`config.mk`:
```
export PLATFORM = sky130hd
export DESIGN_NAME = mtm_alu_frame_tx_flat
export DESIGN_NICKNAME = d
export VERILOG_FILES = /design/src/rtl/mtm_alu_frame_tx_if.sv /design/src/rtl/mtm_alu_frame_tx.sv /design/src/flat_wrapper.sv
export SDC_FILE = /design/constraint.sdc
export NUM_CORES = 1
export LEC_CHECK = 0
export BUFFER_PORTS_ARGS = -buffer_cell sky130_fd_sc_hd__clkbuf_2
export CAP_MARGIN = 20
export CORE_UTILIZATION = 58
export CTS_CLUSTER_SIZE = 12
export DETAILED_ROUTE_END_ITERATION = 16
export HOLD_SLACK_MARGIN = 0.1
export MAX_ROUTING_LAYER = met4
export PLACE_DENSITY = 0.8
export SLEW_MARGIN = 10
export SYNTH_ARGS = -nofsm -noshare
export SYNTH_HDL_FRONTEND = slang
export SYNTH_SLANG_ARGS = --single-unit
```
`constraint.sdc`:
```
create_clock -name clk -period 3.8 [get_ports clk]
set_clock_uncertainty 0.15 [all_clocks]
set_input_delay 0.19 -clock clk [delete_from_list [all_inputs] [get_ports clk]]
set_output_delay 0.19 -clock clk [all_outputs]
set_load 0.03 [all_outputs]
```
`src/rtl/mtm_alu_frame_tx_if.sv`:
```
// rtl/mtm_alu_frame_tx_if.sv - packet request handshake between ALU result source and frame transmitter
interface mtm_alu_frame_tx_if #(
  parameter int DATA_BYTES = 4
);
  logic                      in_valid;
  logic                      in_ready;
  logic [8*DATA_BYTES-1:0]   in_data;
  logic [3:0]                in_flags;
  logic                      in_err;
  logic [5:0]                in_err_code;

  modport master (
    output in_valid, in_data, in_flags, in_err, in_err_code,
    input  in_ready
  );

  modport slave (
    input  in_valid, in_data, in_flags, in_err, in_err_code,
    output in_ready
  );
endinterface

```
`src/rtl/mtm_alu_frame_tx.sv`:
```
// rtl/mtm_alu_frame_tx.sv - serialises an ALU result (data frames + ctl frame) or an error frame onto sout
module mtm_alu_frame_tx #(
  parameter int DATA_BYTES = 4,
  parameter int STOP_BITS  = 1
) (
  input  logic              clk,
  input  logic              rst,
  mtm_alu_frame_tx_if.slave bus,
  output logic              sout,
  output logic              busy,
  output logic              tx_done
);
  localparam int DW = 8 * DATA_BYTES;

  typedef enum logic [2:0] {S_IDLE, S_START, S_TYPE, S_PAYLOAD, S_STOP} state_t;

  state_t        r_state, w_state_next;
  logic [2:0]    r_bit_cnt, w_bit_cnt_next;
  logic [1:0]    r_stop_cnt, w_stop_cnt_next;
  logic [3:0]    r_byte_cnt, w_byte_cnt_next;
  logic [DW-1:0] r_data, w_data_next;
  logic [3:0]    r_flags, w_flags_next;
  logic          r_err, w_err_next;
  logic [5:0]    r_err_code, w_err_code_next;
  logic [2:0]    r_crc, w_crc_next, w_crc_in;
  logic          r_sout, r_busy, r_tx_done;
  logic          w_sout_next, w_busy_next, w_tx_done_next;
  logic          w_ready, w_xfer;
  logic [7:0]    w_byte_next;

  // CRC-3 (x^3+x+1) over {data, flags}, MSB first, zero init
  function automatic logic [2:0] crc3(input logic [DW-1:0] d, input logic [3:0] f);
    logic [DW+3:0] msg;
    logic [2:0]    c;
    logic          fb;
    msg = {d, f};
    c   = 3'b000;
    for (int i = DW + 3; i >= 0; i--) begin
      fb = c[2] ^ msg[i];
      c  = {c[1:0], 1'b0} ^ {1'b0, fb, fb};
    end
    return c;
  endfunction

  // Byte carried by the frame selected by the byte counter (0 selects the ctl frame)
  function automatic logic [7:0] frame_byte(input logic [3:0] cnt, input logic [DW-1:0] d,
                                            input logic [3:0] f, input logic [2:0] c,
                                            input logic e, input logic [5:0] code);
    logic [7:0] b;
    b = {1'b0, f, c};
    if (e) begin
      b = {1'b1, code, ^{1'b1, code}};
    end else begin
      for (int i = 0; i < DATA_BYTES; i++) begin
        if (cnt == 4'(i + 1)) b = d[8*i +: 8];
      end
    end
    return b;
  endfunction

  assign w_ready      = (r_state == S_IDLE) && !rst;
  assign w_xfer       = w_ready && bus.in_valid;
  assign w_crc_in     = crc3(bus.in_data, bus.in_flags);
  assign bus.in_ready = w_ready;
  assign sout         = r_sout;
  assign busy         = r_busy;
  assign tx_done      = r_tx_done;

  // Next-state logic; line outputs are derived from the next state so they come straight from flops
  always_comb begin
    w_state_next    = r_state;
    w_bit_cnt_next  = r_bit_cnt;
    w_stop_cnt_next = r_stop_cnt;
    w_byte_cnt_next = r_byte_cnt;
    w_data_next     = r_data;
    w_flags_next    = r_flags;
    w_err_next      = r_err;
    w_err_code_next = r_err_code;
    w_crc_next      = r_crc;
    case (r_state)
      S_IDLE: begin
        if (w_xfer) begin
          w_state_next    = S_START;
          w_data_next     = bus.in_data;
          w_flags_next    = bus.in_flags;
          w_err_next      = bus.in_err;
          w_err_code_next = bus.in_err_code;
          w_crc_next      = w_crc_in;
          w_byte_cnt_next = bus.in_err ? 4'd0 : 4'(DATA_BYTES);
        end
      end
      S_START: w_state_next = S_TYPE;
      S_TYPE: begin
        w_state_next   = S_PAYLOAD;
        w_bit_cnt_next = 3'd7;
      end
      S_PAYLOAD: begin
        if (r_bit_cnt == 3'd0) begin
          w_state_next    = S_STOP;
          w_stop_cnt_next = 2'd1;
        end else begin
          w_bit_cnt_next = r_bit_cnt - 3'd1;
        end
      end
      S_STOP: begin
        if (r_stop_cnt == 2'(STOP_BITS)) begin
          if (r_byte_cnt == 4'd0) begin
            w_state_next = S_IDLE;
          end else begin
            w_state_next    = S_START;
            w_byte_cnt_next = r_byte_cnt - 4'd1;
          end
        end else begin
          w_stop_cnt_next = r_stop_cnt + 2'd1;
        end
      end
      default: w_state_next = S_IDLE;
    endcase

    w_byte_next = frame_byte(w_byte_cnt_next, w_data_next, w_flags_next, w_crc_next,
                             w_err_next, w_err_code_next);
    w_sout_next = 1'b1;
    case (w_state_next)
      S_START:   w_sout_next = 1'b0;
      S_TYPE:    w_sout_next = w_err_next | (w_byte_cnt_next == 4'd0);
      S_PAYLOAD: w_sout_next = w_byte_next[w_bit_cnt_next];
      default:   w_sout_next = 1'b1;
    endcase
    w_busy_next    = (w_state_next != S_IDLE);
    w_tx_done_next = (w_state_next == S_STOP) && (w_stop_cnt_next == 2'(STOP_BITS)) &&
                     (w_byte_cnt_next == 4'd0);
  end

  // State, captured packet and registered line outputs; reset aborts any packet at once
  always_ff @(posedge clk or posedge rst) begin
    if (rst) begin
      r_state    <= S_IDLE;
      r_bit_cnt  <= 3'd0;
      r_stop_cnt <= 2'd0;
      r_byte_cnt <= 4'd0;
      r_data     <= '0;
      r_flags    <= 4'd0;
      r_err      <= 1'b0;
      r_err_code <= 6'd0;
      r_crc      <= 3'd0;
      r_sout     <= 1'b1;
      r_busy     <= 1'b0;
      r_tx_done  <= 1'b0;
    end else begin
      r_state    <= w_state_next;
      r_bit_cnt  <= w_bit_cnt_next;
      r_stop_cnt <= w_stop_cnt_next;
      r_byte_cnt <= w_byte_cnt_next;
      r_data     <= w_data_next;
      r_flags    <= w_flags_next;
      r_err      <= w_err_next;
      r_err_code <= w_err_code_next;
      r_crc      <= w_crc_next;
      r_sout     <= w_sout_next;
      r_busy     <= w_busy_next;
      r_tx_done  <= w_tx_done_next;
    end
  end
endmodule

```
`src/flat_wrapper.sv`:
```
// flat-port wrapper written by rule: the top's interface ports become plain ports
module mtm_alu_frame_tx_flat 
#(
  parameter int DATA_BYTES = 4,
  parameter int STOP_BITS  = 1
)
  (clk, rst, sout, busy, tx_done, bus_in_valid, bus_in_data, bus_in_flags, bus_in_err, bus_in_err_code, bus_in_ready);
  mtm_alu_frame_tx_if #(.DATA_BYTES(DATA_BYTES)) bus_i ();
  input  logic clk;
  input  logic rst;
  output logic sout;
  output logic busy;
  output logic tx_done;
  input wire logic [$bits(bus_i.in_valid)-1:0] bus_in_valid;
  input wire logic [$bits(bus_i.in_data)-1:0] bus_in_data;
  input wire logic [$bits(bus_i.in_flags)-1:0] bus_in_flags;
  input wire logic [$bits(bus_i.in_err)-1:0] bus_in_err;
  input wire logic [$bits(bus_i.in_err_code)-1:0] bus_in_err_code;
  output wire logic [$bits(bus_i.in_ready)-1:0] bus_in_ready;
  assign bus_i.in_valid = bus_in_valid;
  assign bus_i.in_data = bus_in_data;
  assign bus_i.in_flags = bus_in_flags;
  assign bus_i.in_err = bus_in_err;
  assign bus_i.in_err_code = bus_in_err_code;
  assign bus_in_ready = bus_i.in_ready;
  mtm_alu_frame_tx #(.DATA_BYTES(DATA_BYTES), .STOP_BITS(STOP_BITS)) u_core (.clk(clk), .rst(rst), .bus(bus_i), .sout(sout), .busy(busy), .tx_done(tx_done));
endmodule
```
==> results of run 1 <==
[worst max-delay path by stage]
stage | startpoint | to | slack (ps)
finish | u_core.r_state[0] | u_core.sout | 330
floorplan | u_core.r_byte_cnt[0] | u_core.sout | 710
detailed placement | u_core.r_state[0] | u_core.sout | 360
global placement | u_core.r_byte_cnt[0] | u_core.sout | 460
global route | u_core.r_byte_cnt[0] | u_core.sout | 160
CTS | u_core.r_state[0] | u_core.sout | 340
[critical path, delay by kind of cell (launching register included)]
| kind | cells | cell delay (ps) |
|---|---|---|
| buffers and inverters | 1 | 70 |
| AND/OR/NAND/NOR | 2 | 1120 |
| flip-flops | 1 | 520 |
| AO/OA/AOI/OAI | 5 | 1190 |
| multiplexers | 1 | 350 |
[power by group through the flow]
stage               Combinational [W]  Clock (W)  Sequential (W)
floorplan                    0.000242          0        0.000698
global placement             0.000321          0        0.000698
detailed placement           0.000329          0        0.000700
CTS                          0.000368   0.000671        0.000688
global route                 0.000401   0.000702        0.000690
finish                       0.000375   0.000669        0.000688
[area by class of cell]
cell class | instances | area (sq um)
Tap cell | 75 | 93.8
Clock buffer | 12 | 155
Clock inverter | 4 | 70.1
Fill cell | 414 | 1360
Sequential cell | 61 | 1530
Inverter | 21 | 82.6
Multi-Input combinational cell | 255 | 2050
Timing Repair Buffer | 96 | 718
[per-stage QoR]
step / hold slack [ps] / instance area, sq um
final: 257 / 4700
after global routing: 276 / 4700
after CTS: 233 / 4700
after detailed placement: 306 / 4040
after global placement: 302 / 4040
after floorplan: 178 / 3750
[kinds of logic (layout without fill, tap and decap cells)]
logic type / after synthesis / after routing / synth area share (%)
AOI/OAI and AO/OA: 70 / 70 / 13.7
xor gates and xnor gates: 44 / 44 / 11.8
adders and majority gates: 3 / 3 / 1.00
buffers and inverters: 34 / 133 / 4.47
DFF: 61 / 61 / 40.8
muxes: 50 / 50 / 14.8
and+or+nand+nor: 88 / 88 / 13.5
[flip-flops by register name, indices dropped and copies added, names as in the netlist, 2 cells and up]
name and count:
u_core.r_data 32, u_core.r_state 3, u_core.r_crc 3, u_core.r_byte_cnt 4, u_core.r_err_code 6, u_core.r_flags 4
u_core.r_stop_cnt 2, u_core.r_bit_cnt 3
[synth_stat cells (all sizes together), types with 7 or more instances]
library cell	instances	area, sq um
nand3	16	85.1
nor2b	7	43.8
inv	20	77.6
nor2	11	41.3
dfrtp	60	1500
xnor2	36	315
nand2	17	66.3
a21oi	9	45.0
o21ai	13	65.1
mux2	40	454
mux2i	10	100
buf	9	70.1
[layer usage]
layer | GRT usage, % | share of wire [%]
met2 | 53.6 | 50
met4 | 11.4 | 1.9
met1 | 40.0 | 43
met3 | 8.02 | 5.5
met5 | - | 0
[timing repair]
| item | CTS | global route |
|---|---|---|
| hold endpoints to repair | 84 | 0 |
| setup endpoints to repair | 0 | 0 |
| hold buffers | 43 | 0 |
==> reports/summary.md, run 1 <==
The flow ran to the end, and the final reports show no timing, DRC or antenna violations. Synthesis produced 350 cells. The cell at the slowest stage of the critical path was sky130_fd_sc_hd__or4_4.

TritonCTS built the clock tree. The remaining design rule violation count was 0. The unique cell type count in the Yosys netlist is 68, and the cell count of the worst hold path is 4. The first-pass detailed-route iteration total is 5. The finished layout holds 524 standard cells, fillers aside. Subtracting the final worst setup slack from the clock period gives 3470 ps. The reg2reg setup slack is 330 ps.

For this run, asynchronously set or reset flops after synthesis account for 100%. Row generation in the floorplan step produced 28 rows. The worst register-to-register path has a depth of 9. In this run the remaining antenna-violating nets after routing total 0.

The total setup buffers inserted after CTS is 0, and the setup slack after layout is 327 ps. The path class of the tightest hold or removal check is input pin to register. The run gives 39.7% as the register share of total power.

The vertical extent of the die works out to 82.4 um. In the layout the commonest cells are sky130_fd_sc_hd__dfrtp_1, sky130_fd_sc_hd__clkbuf_2, sky130_fd_sc_hd__dlygate4sd3_1, sky130_fd_sc_hd__mux2_2, sky130_fd_sc_hd__xnor2_1. The HPWL after detailed placement is 6700 um. Timing would allow up to 288 MHz.

The run gives 0.00173 W as the power consumption. Origin of the critical flop-to-flop path: u_core.r_state[0]. After synthesis, flip-flops and latches occupy 40.8% of the total area. In this run, CTS created clock tree buffers numbering 9. In this run the worst path has a maximum fanout of 12.

The number of hold violations in the final report was 0; the last weighted congestion value of the routability-driven placer was 0.929. Leading cell type in the layout, fill and taps excluded: sky130_fd_sc_hd__dfrtp_1. Internal power summed over all cells: 0.00129 W.

For the worst setup path, the data required time is 3920 ps. For the pin with the worst max-slew slack, the measured transition is 928 ps. For this block, the routed nets add up to 10,100 um of wire. In this run the most critical hold path is launched from bus_in_err. The largest net degree at the start of global routing was 45. After synthesis the cells add up to 3750 sq um. The accumulated negative setup slack is 0 ps. In this run switching power makes up 25.7% of total power. The run gives 3,065 as the via count of the first global-routing pass. The worst path uses 91.4% of the clock period.

In the final routed layout, each cell accounts on average for 19.3 um. The area overhead of the layout relative to synthesis was 25.4%. After floorplanning, the core was sized to cover 6060 sq um.

In the final layout, the share of cells above drive strength 1 is 27.4%. In the synthesized netlist the dominant register cell turns out to be sky130_fd_sc_hd__dfrtp_1. The longest clock path from root to sink contains 2 buffers. The category of the worst setup path launch point is a register. After clock tree synthesis, the repair step resized 0 gates. Cells fill 77.5% of the core in the end. The die footprint was 6790 sq um. Measured against its own limit, the worst slew margin works out to 38.0%.

Global routing used 32.9% of the available tracks across all layers. The average instance area after synthesis works out to 10.7 sq um. The tools report the placement-stage worst setup slack as 357 ps. STA classifies the critical path endpoint as a register. The run gives 50 as the number of I/O pins. The count of pins over their slew limit is 0. The critical path goes through or4_4 -> o211ai_2 -> o211a_1 -> inv_4 -> or3_1 -> mux2_4 -> o21bai_1 -> a311oi_1 -> a2111o_1. The worst flop-to-flop path endpoint was u_core.sout.

For the worst-skew pair, the clock arrives at the later sink with an insertion delay of 340 ps. The H-tree was split into 3 levels. Data on the critical path arrives at its endpoint at 3590 ps. The initial antenna violation count came out at 0.

Combinational cells account for 21.6% of the total power. The clock network accounts for 38.6% of the total power. For the number of diodes added for antenna fixing, the log shows 0. Dividing total power by cell area gives a power density of 369 nW/um^2.

The synthesized design contains 61 register bits. Clock-pin slew was measured on the worst setup and hold paths at 70 ps. For this design the static power due to leakage is 2.28 nW. For this run, the slowest stage of the critical path takes 610 ps.

The count of flip-flops with a built-in enable after synthesis is 0. The routed layout has 3,170 vias. Yosys printed 0 warnings.

The first global-routing pass estimated 15,400 um of wire. The tools report the number of cells after detailed placement as 465. Setup repair after global routing left no endpoint under its margin.

The end of the worst hold path was u_core.r_byte_cnt[2]. Across the VDD grid, the largest voltage drop is 0.446 mV. The category of the critical setup timing path was register to register. Across the run, the number of max-cap violations was 0. In this run the tool buffered the top-level ports with 49 buffer cells.

The chip width is 82.4 um. After global routing the overflow that remains totals 0. CTS root buffer: sky130_fd_sc_hd__clkbuf_8.

For this design the total switching power over the nets is 0.000445 W. The first routing iteration left 224 violations. The clock drives 61 sinks. The detailed-route vias per instance is 6.05.

Counting every net in the synthesized netlist gives 399. The initial utilization of the core area, before any placement, comes to 61.8%. The final layout contains 493 nets.

Setup violations remaining at the end of the flow were counted as 0.
No activity file was read; power rests on OpenSTA's default activity.
==> inputs of run 2 (changes only) <==
- CORE_UTILIZATION: 58 -> 60
- PLACE_DENSITY: 0.8 -> 0.83
- clock period: 3.8 -> 4.04 ns (I/O delays scaled with it)
==> reports/summary.md, run 2 (synthesized netlist as in run 1, its figures left out) <==
The logs give 3 (unchanged) for the number of levels in the clock H-tree and 0 (unchanged) for the number of antenna-violating nets in the routed design. The fraction of layout instances using a drive strength above 1 is 27.1% (was 27.4%), and the detailed-route vias per instance is 6.09 (was 6.05). The post-route core utilization came out at 78.6% (was 77.5%).

The instance area after placement is 4020 sq um (was 4040 sq um). The run gives 15,400 um (about the same) as the global-route wire length before repair. The standard cell core area is 5960 sq um (was 6060 sq um). The detail-routed net length per standard cell was 18.9 um (was 19.3 um); the worst endpoint required time was 4140 ps (was 3920 ps).

The number of buffers inserted during clock tree synthesis is 9 (unchanged), and the final worst-path cycle share is 91.7% (was 91.4%). The area overhead of the layout relative to synthesis is 24.9% (was 25.4%), and the largest net degree at the start of global routing is 46 (was 45). The tools report the cell leakage power as 2.27 nW (was 2.28 nW).

For the remaining design rule violation count, the log shows 0 (unchanged). The number of I/O pins was 50 (unchanged); the clock sink count was 61 (unchanged). Classification of the worst-slack hold path: input pin to register (unchanged). The slew at the pin closest to its max-slew limit is 935 ps (was 928 ps). Setup repair after global routing left no endpoint under its margin. Count of input and output buffers: 49 (unchanged). The power density over the cells was 352 nW/um^2 (was 369 nW/um^2); the number of flip-flops under the largest register name was 32 (unchanged). The first-pass detailed-route iteration total came out at 5 (unchanged). The tightest slew margin relative to the limit came out at 37.6% (was 38.0%). The detailed-route via count came out at 3,177 (was 3,170). TritonCTS built the clock tree. The chip width works out to 81.0 um (was 82.4 um).

CP Cell Sequence: or4_4 -> clkinv_2 -> nand2_2 -> a32oi_1 -> or3_1 -> mux2i_1 -> o21a_1 -> o21ai_0 -> a21o_1 -> a2111o_1 (was or4_4 -> o211ai_2 -> o211a_1 -> inv_4 -> or3_1 -> mux2_4 -> o21bai_1 -> a311oi_1 -> a2111o_1). The global router's overall resource usage is 33.5% (was 32.9%), and the largest fanout on the critical path is 22 (was 12). The flow ran to the end, and the final reports show no timing, DRC or antenna violations.

The cell family contributing the most delay on the critical path was compound AO/OA/AOI/OAI gates (unchanged). The number of setup violations in the final report is 0 (unchanged). The run gives 285 (was 224) as the count of routing violations after the opening detailed-route iteration. The detailed-route wire length is 9870 um (was 10,100 um).

The total of max-cap violations was 0 (unchanged). The clock latency of the later-clocked register in the worst-skew pair was 350 ps (was 340 ps). The accumulated negative setup slack came out at 0 ps (unchanged). CTS root buffer: sky130_fd_sc_hd__clkbuf_8 (unchanged). The sum of net half-perimeters after detailed placement was 6550 um (was 6700 um). The critical path's largest stage delay was 610 ps (about the same). Largest registers: u_core.r_data (32), u_core.r_err_code (6) (unchanged). The last weighted congestion value of the routability-driven placer came out at 0.916 (was 0.929).

The leading cell type in the layout, fill and taps excluded was sky130_fd_sc_hd__dfrtp_1 (unchanged). The logs give 0 (unchanged) for the leftover overflow at the end of global routing and 344 (was 414) for the layout filler cell count. The run gives 492 (was 493) as the net count reported at finish. The category of the worst setup path launch point was a register (unchanged). The via count of the first global-routing pass is 3,156 (was 3,065). Top library cells by usage in the layout, fill and taps aside: sky130_fd_sc_hd__dfrtp_1, sky130_fd_sc_hd__clkbuf_2, sky130_fd_sc_hd__dlygate4sd3_1, sky130_fd_sc_hd__mux2_2, sky130_fd_sc_hd__xnor2_1 (unchanged). The initial antenna violation count is 0 (unchanged), and the final critical-path required period is 3700 ps (was 3470 ps). Number of diodes added for antenna fixing: 0 (unchanged). The die footprint was 6570 sq um (was 6790 sq um).

The vertical extent of the die was 81.0 um (was 82.4 um). The maximum clock path buffer count is 2 (unchanged). Number of hold violations in the final report: 0 (unchanged). The worst endpoint data arrival time is 3810 ps (was 3590 ps). The count of instances resized after the clock tree is built is 0 (unchanged).

The final instance area came out at 4680 sq um (was 4700 sq um). Cell at the slowest stage of the critical path: sky130_fd_sc_hd__or4_4 (unchanged). The clock input transition at the sequential cells of the worst setup and hold paths was 70 ps (about the same). The run gives 270 MHz (was 288 MHz) as the upper clock frequency limit. The run gives 0.319 mV (was 0.446 mV) as the worst-case vdd ir drop. Largest register by flop count: u_core.r_data (unchanged). The number of rows in the core area came out at 28 (unchanged). Sort of element at the end of the critical path: a register (unchanged).

The initial core utilization was 62.9% (was 61.8%). Category of the critical setup timing path: register to register (unchanged). For the count of pins over their slew limit, the log shows 0 (unchanged).

The count of buffering cells on the critical path with inverters included works out to 1 (unchanged).
[run 2: cell count changes in the layout (fill, tap and decap cells not counted)]
cell | before | now
sky130_fd_sc_hd__clkbuf_8 | 11 | 9
sky130_fd_sc_hd__bufinv_16 | 2 | 3
sky130_fd_sc_hd__buf_12 | 1 | 0
[run 2: area by class of cell]
| type | count | area (sq um) | area share (%) |
|---|---|---|---|
| flip-flops and latches | 61 | 1530 | 32.6 |
| multi-input cells | 255 | 2050 | 43.8 |
| clock buffers | 10 | 128 | 2.73 |
| well taps | 75 | 93.8 | 2.00 |
| repair buffers | 95 | 698 | 14.9 |
| inverters | 21 | 82.6 | 1.76 |
| clock inverters | 5 | 100 | 2.14 |
[run 2: per-stage QoR]
| step | power [W] | cells | hold slack, ps | setup slack [ps] |
|---|---|---|---|---|
| global placement | 0.000954 | 464 | 326 | 584 |
| CTS | 0.00164 | 522 | 224 | 424 |
| floorplan | 0.000885 | 350 | 190 | 945 |
| finish | 0.00165 | 522 | 240 | 335 |
| detailed placement | 0.000966 | 464 | 331 | 493 |
| global route | 0.00170 | 522 | 272 | 141 |
[run 2: path summary, 6_finish.rpt]
check | startpoint | to | slack [ps] | depth (start not counted)
setup / recovery | u_core.r_state[0] | u_core.sout | 340 | 10
hold / removal | bus_in_err | u_core.r_byte_cnt[2] | 240 | 4
setup reg to reg | u_core.r_state[0] | u_core.sout | 340 | 10
hold reg to reg | u_core.r_data[3] | u_core.r_data[3] | 350 | 1
max in group asynchronous | rst | u_core.r_data[21] | 2460 | 4
min in group asynchronous | rst | u_core.r_data[10] | 490 | 3
[run 2: worst reg2reg max path: stages, from the launching register on]
cell	delay, ps
sky130_fd_sc_hd__dfrtp_1	510
sky130_fd_sc_hd__or4_4	610
sky130_fd_sc_hd__clkinv_2	90
sky130_fd_sc_hd__nand2_2	290
sky130_fd_sc_hd__a32oi_1	400
sky130_fd_sc_hd__or3_1	390
sky130_fd_sc_hd__mux2i_1	260
sky130_fd_sc_hd__o21a_1	200
sky130_fd_sc_hd__o21ai_0	90
sky130_fd_sc_hd__a21o_1	210
sky130_fd_sc_hd__a2111o_1	420
[run 2: power by group]
part | internal [W] | switching, W | total, W
Combinational | 0.000191 | 0.000160 | 0.000351
Sequential | 0.000639 | 0.00000761 | 0.000647
Clock | 0.000404 | 0.000245 | 0.000650
Total | 0.00124 | 0.000413 | 0.00165
[run 2: repair_timing]
action / CTS / global route
hold buffers: 43 / 0
buffers inserted: 0 / 0
endpoints found under the hold margin: 85 / 0
[run 2: per-layer routing]
layer / global-route usage, % / wire [um]
met1: 39.2 / 3930
met2: 55.0 / 4890
met3: 5.73 / 692
met4: 18.0 / 354
met5: - / 0
==> inputs of run 3 (changes only) <==
- CORE_UTILIZATION: 60 -> 25
- PLACE_DENSITY: 0.83 -> unset
- clock period: 4.04 -> 4.1 ns (I/O delays scaled with it)
==> reports/summary.md, run 3 (synthesized netlist as in run 1, its figures left out) <==
The flow ran to the end, and the final reports show no timing, DRC or antenna violations. For the global router's overall resource usage, the log shows 13.7% (was 33.5%). The tools report the standard cell core area as 14,600 sq um (was 5960 sq um). The layout filler cell count was 1,473 (was 344).

The tools report the startpoint of the lowest-slack hold path as bus_in_err (unchanged). Classification of the worst-slack hold path: input pin to register (unchanged). Largest registers: u_core.r_data (32), u_core.r_err_code (6) (unchanged). The last weighted congestion value of the routability-driven placer is 0.867 (was 0.916), and the fraction of layout instances using a drive strength above 1 is 27.5% (was 27.1%). The initial antenna violation count was 0 (unchanged); the final worst-path cycle share was 84.7% (was 91.7%). The highest layer used for signal routing is met4 (unchanged). The final instance area came out at 4870 sq um (was 4680 sq um). The cell that appears most often on the critical path is sky130_fd_sc_hd__and3_1.

The die footprint came out at 15,500 sq um (was 6570 sq um). The worst reg-to-reg path cell count works out to 9 (was 10). Count of pins over their slew limit: 0 (unchanged).

The power density over the cells is 343 nW/um^2 (was 352 nW/um^2). The count of input and output buffers was 49 (unchanged). The tools report the origin of the critical flop-to-flop path as u_core.r_state[0] (unchanged). Upper clock frequency limit: 288 MHz (was 270 MHz). The accumulated negative setup slack was 0 ps (unchanged). The multi-input combinational cell area is 2050 sq um (unchanged), and the number of flip-flops under the largest register name is 32 (unchanged). The sequential cell area was 1530 sq um (unchanged); the worst-case vdd ir drop was 0.203 mV (was 0.319 mV).

Clock latency of the later-clocked register in the worst-skew pair: 330 ps (was 350 ps). The CTS root buffer was sky130_fd_sc_hd__clkbuf_16 (was sky130_fd_sc_hd__clkbuf_8). The total of max-cap violations is 0 (unchanged).

Chip width: 124 um (was 81.0 um). The number of diodes added for antenna fixing came out at 0 (unchanged). The number of rows in the core area was 44 (was 28); the clock input transition at the sequential cells of the worst setup and hold paths was 60 ps (was 70 ps). The clock sink count was 61 (unchanged); the number of levels in the clock H-tree was 3 (unchanged).

The end of the worst hold path was u_core.r_byte_cnt[2] (unchanged). The tools report the net count reported at finish as 492 (unchanged). The largest net degree at the start of global routing came out at 34 (was 46).

Setup repair after global routing left no endpoint under its margin. The vertical extent of the die was 124 um (was 81.0 um); the number of buffers inserted during clock tree synthesis was 9 (unchanged). The slew at the pin closest to its max-slew limit is 591 ps (was 935 ps).

The amount of wire on met3 after detailed routing is 653 um (was 692 um). The detail-routed net length per standard cell came out at 15.6 um (was 18.9 um). The tools report the worst flop-to-flop path endpoint as u_core.sout (unchanged). TritonCTS built the clock tree. The tools report the first-pass detailed-route iteration total as 5 (unchanged). Initial core utilization: 25.7% (was 62.9%). The reg2reg setup slack was 630 ps (was 340 ps).

The run gives 0 (unchanged) as the number of antenna-violating nets in the routed design. The critical path's largest stage delay was 610 ps (about the same). CP Cell Sequence: or4_4 -> clkinv_2 -> nand2_2 -> a41o_1 -> and3_1 -> a2111oi_0 -> and3_1 -> a211oi_1 -> a2111o_1 (was or4_4 -> clkinv_2 -> nand2_2 -> a32oi_1 -> or3_1 -> mux2i_1 -> o21a_1 -> o21ai_0 -> a21o_1 -> a2111o_1). The tightest slew margin relative to the limit is 60.5% (was 37.6%), and the sum of net half-perimeters after detailed placement is 7390 um (was 6550 um). The detailed-route wire length is 9850 um (was 9870 um). The leading cell type in the layout, fill and taps excluded is sky130_fd_sc_hd__dfrtp_1 (unchanged).

The total met2 wirelength after detailed routing came out at 4580 um (was 4890 um). The count of instances resized after the clock tree is built is 0 (unchanged), and the leftover overflow at the end of global routing is 0 (unchanged). The detailed-route via count is 3,040 (was 3,177). The tools report the worst endpoint data arrival time as 3580 ps (was 3810 ps).

The final critical-path required period is 3470 ps (was 3700 ps). For the via count of the first global-routing pass, the log shows 3,065 (was 3,156). The remaining design rule violation count was 0 (unchanged). Largest register by flop count: u_core.r_data (unchanged). For the total setup buffers inserted after CTS, the log shows 0 (unchanged).

The tools report the sort of element at the end of the critical path as a register (unchanged). The instance area after placement is 4160 sq um (was 4020 sq um), and the cell count of the worst hold path is 4 (unchanged). The number of I/O pins was 50 (unchanged); the worst endpoint required time was 4200 ps (was 4140 ps). For the routed metal-1 wire length, the log shows 4560 um (was 3930 um). Top library cells by usage in the layout, fill and taps aside: sky130_fd_sc_hd__dfrtp_1, sky130_fd_sc_hd__clkbuf_2, sky130_fd_sc_hd__dlygate4sd3_1, sky130_fd_sc_hd__mux2_2, sky130_fd_sc_hd__xnor2_1 (unchanged).

The category of the critical setup timing path is register to register (unchanged). The logs give 2.29 nW (was 2.27 nW) for the cell leakage power and 16,200 um (was 15,400 um) for the global-route wire length before repair. The detailed-route vias per instance is 4.81 (was 6.09), and the count of routing violations after the opening detailed-route iteration is 229 (was 285). The run gives 0 (unchanged) as the number of hold violations in the final report. The area overhead of the layout relative to synthesis was 29.9% (was 24.9%); the largest fanout on the critical path was 16 (was 22).

The cell at the slowest stage of the critical path is sky130_fd_sc_hd__or4_4 (unchanged). The maximum clock path buffer count was 2 (unchanged). The number of setup violations in the final report came out at 0 (unchanged).

The tools report the category of the worst setup path launch point as a register (unchanged).
==> run 3: where the power goes <==
| group | total, W | switching, W | leakage (nW) | internal [W] |
|---|---|---|---|---|
| Clock | 0.000696 | 0.000286 | 0.132 | 0.000410 |
| Sequential | 0.000638 | 0.00000720 | 0.790 | 0.000631 |
| Combinational | 0.000336 | 0.000148 | 1.37 | 0.000189 |
| Total | 0.00167 | 0.000441 | 2.29 | 0.00123 |
==> run 3: through the flow <==
step           setup WS [ps]  hold slack [ps]  util [%]  cells  total power (W)
5_1_grt                  380              311      33.4    632          0.00175
6_report                 629              248      33.4    632          0.00167
2_1_floorplan           1010              193         -    350         0.000872
3_3_place_gp             726              184      28.5    573         0.000949
4_1_cts                  651              232      33.4    632          0.00169
3_5_place_dp             666              202      28.5    573         0.000953
==> run 3: how the worst max path moves through the flow <==
stage                         start           to  slack, ps
2_1_floorplan  u_core.r_byte_cnt[0]  u_core.sout       1010
3_3_place_gp      u_core.r_state[0]  u_core.sout        730
3_5_place_dp      u_core.r_state[0]  u_core.sout        670
4_1_cts           u_core.r_state[0]  u_core.sout        650
5_1_grt        u_core.r_byte_cnt[0]  u_core.sout        380
6_report          u_core.r_state[0]  u_core.sout        630
==> run 3: timing repair <==
item	CTS	global route
endpoints found under the hold margin	69	0
hold buffers	43	0
endpoints found under the setup margin	0	0
==> run 3: layout make-up <==
class                      count  share of cell area [%]
clock inverter                 7                    1.05
clock buffer                   9                    4.63
multi-input combinational    255                    42.2
timing repair buffer          95                    14.3
inverter                      21                    1.70
tap                          184                    4.73
sequential                    61                    31.4
==> run 3: per-layer routing <==
metal,GRT usage (%),vias to the layer above
met3,3.22,7
met2,21.1,121
met4,2.98,0
met1,18.2,1471
met5,-,-
li1,-,1441
==> run 3: worst max-delay path, delay by kind of cell, from the launching register on <==
kind	cells	cell delay [ps]
flip-flops	1	490
AND/OR/NAND/NOR	4	1330
buffers and inverters	1	90
AO/OA/AOI/OAI	4	1330
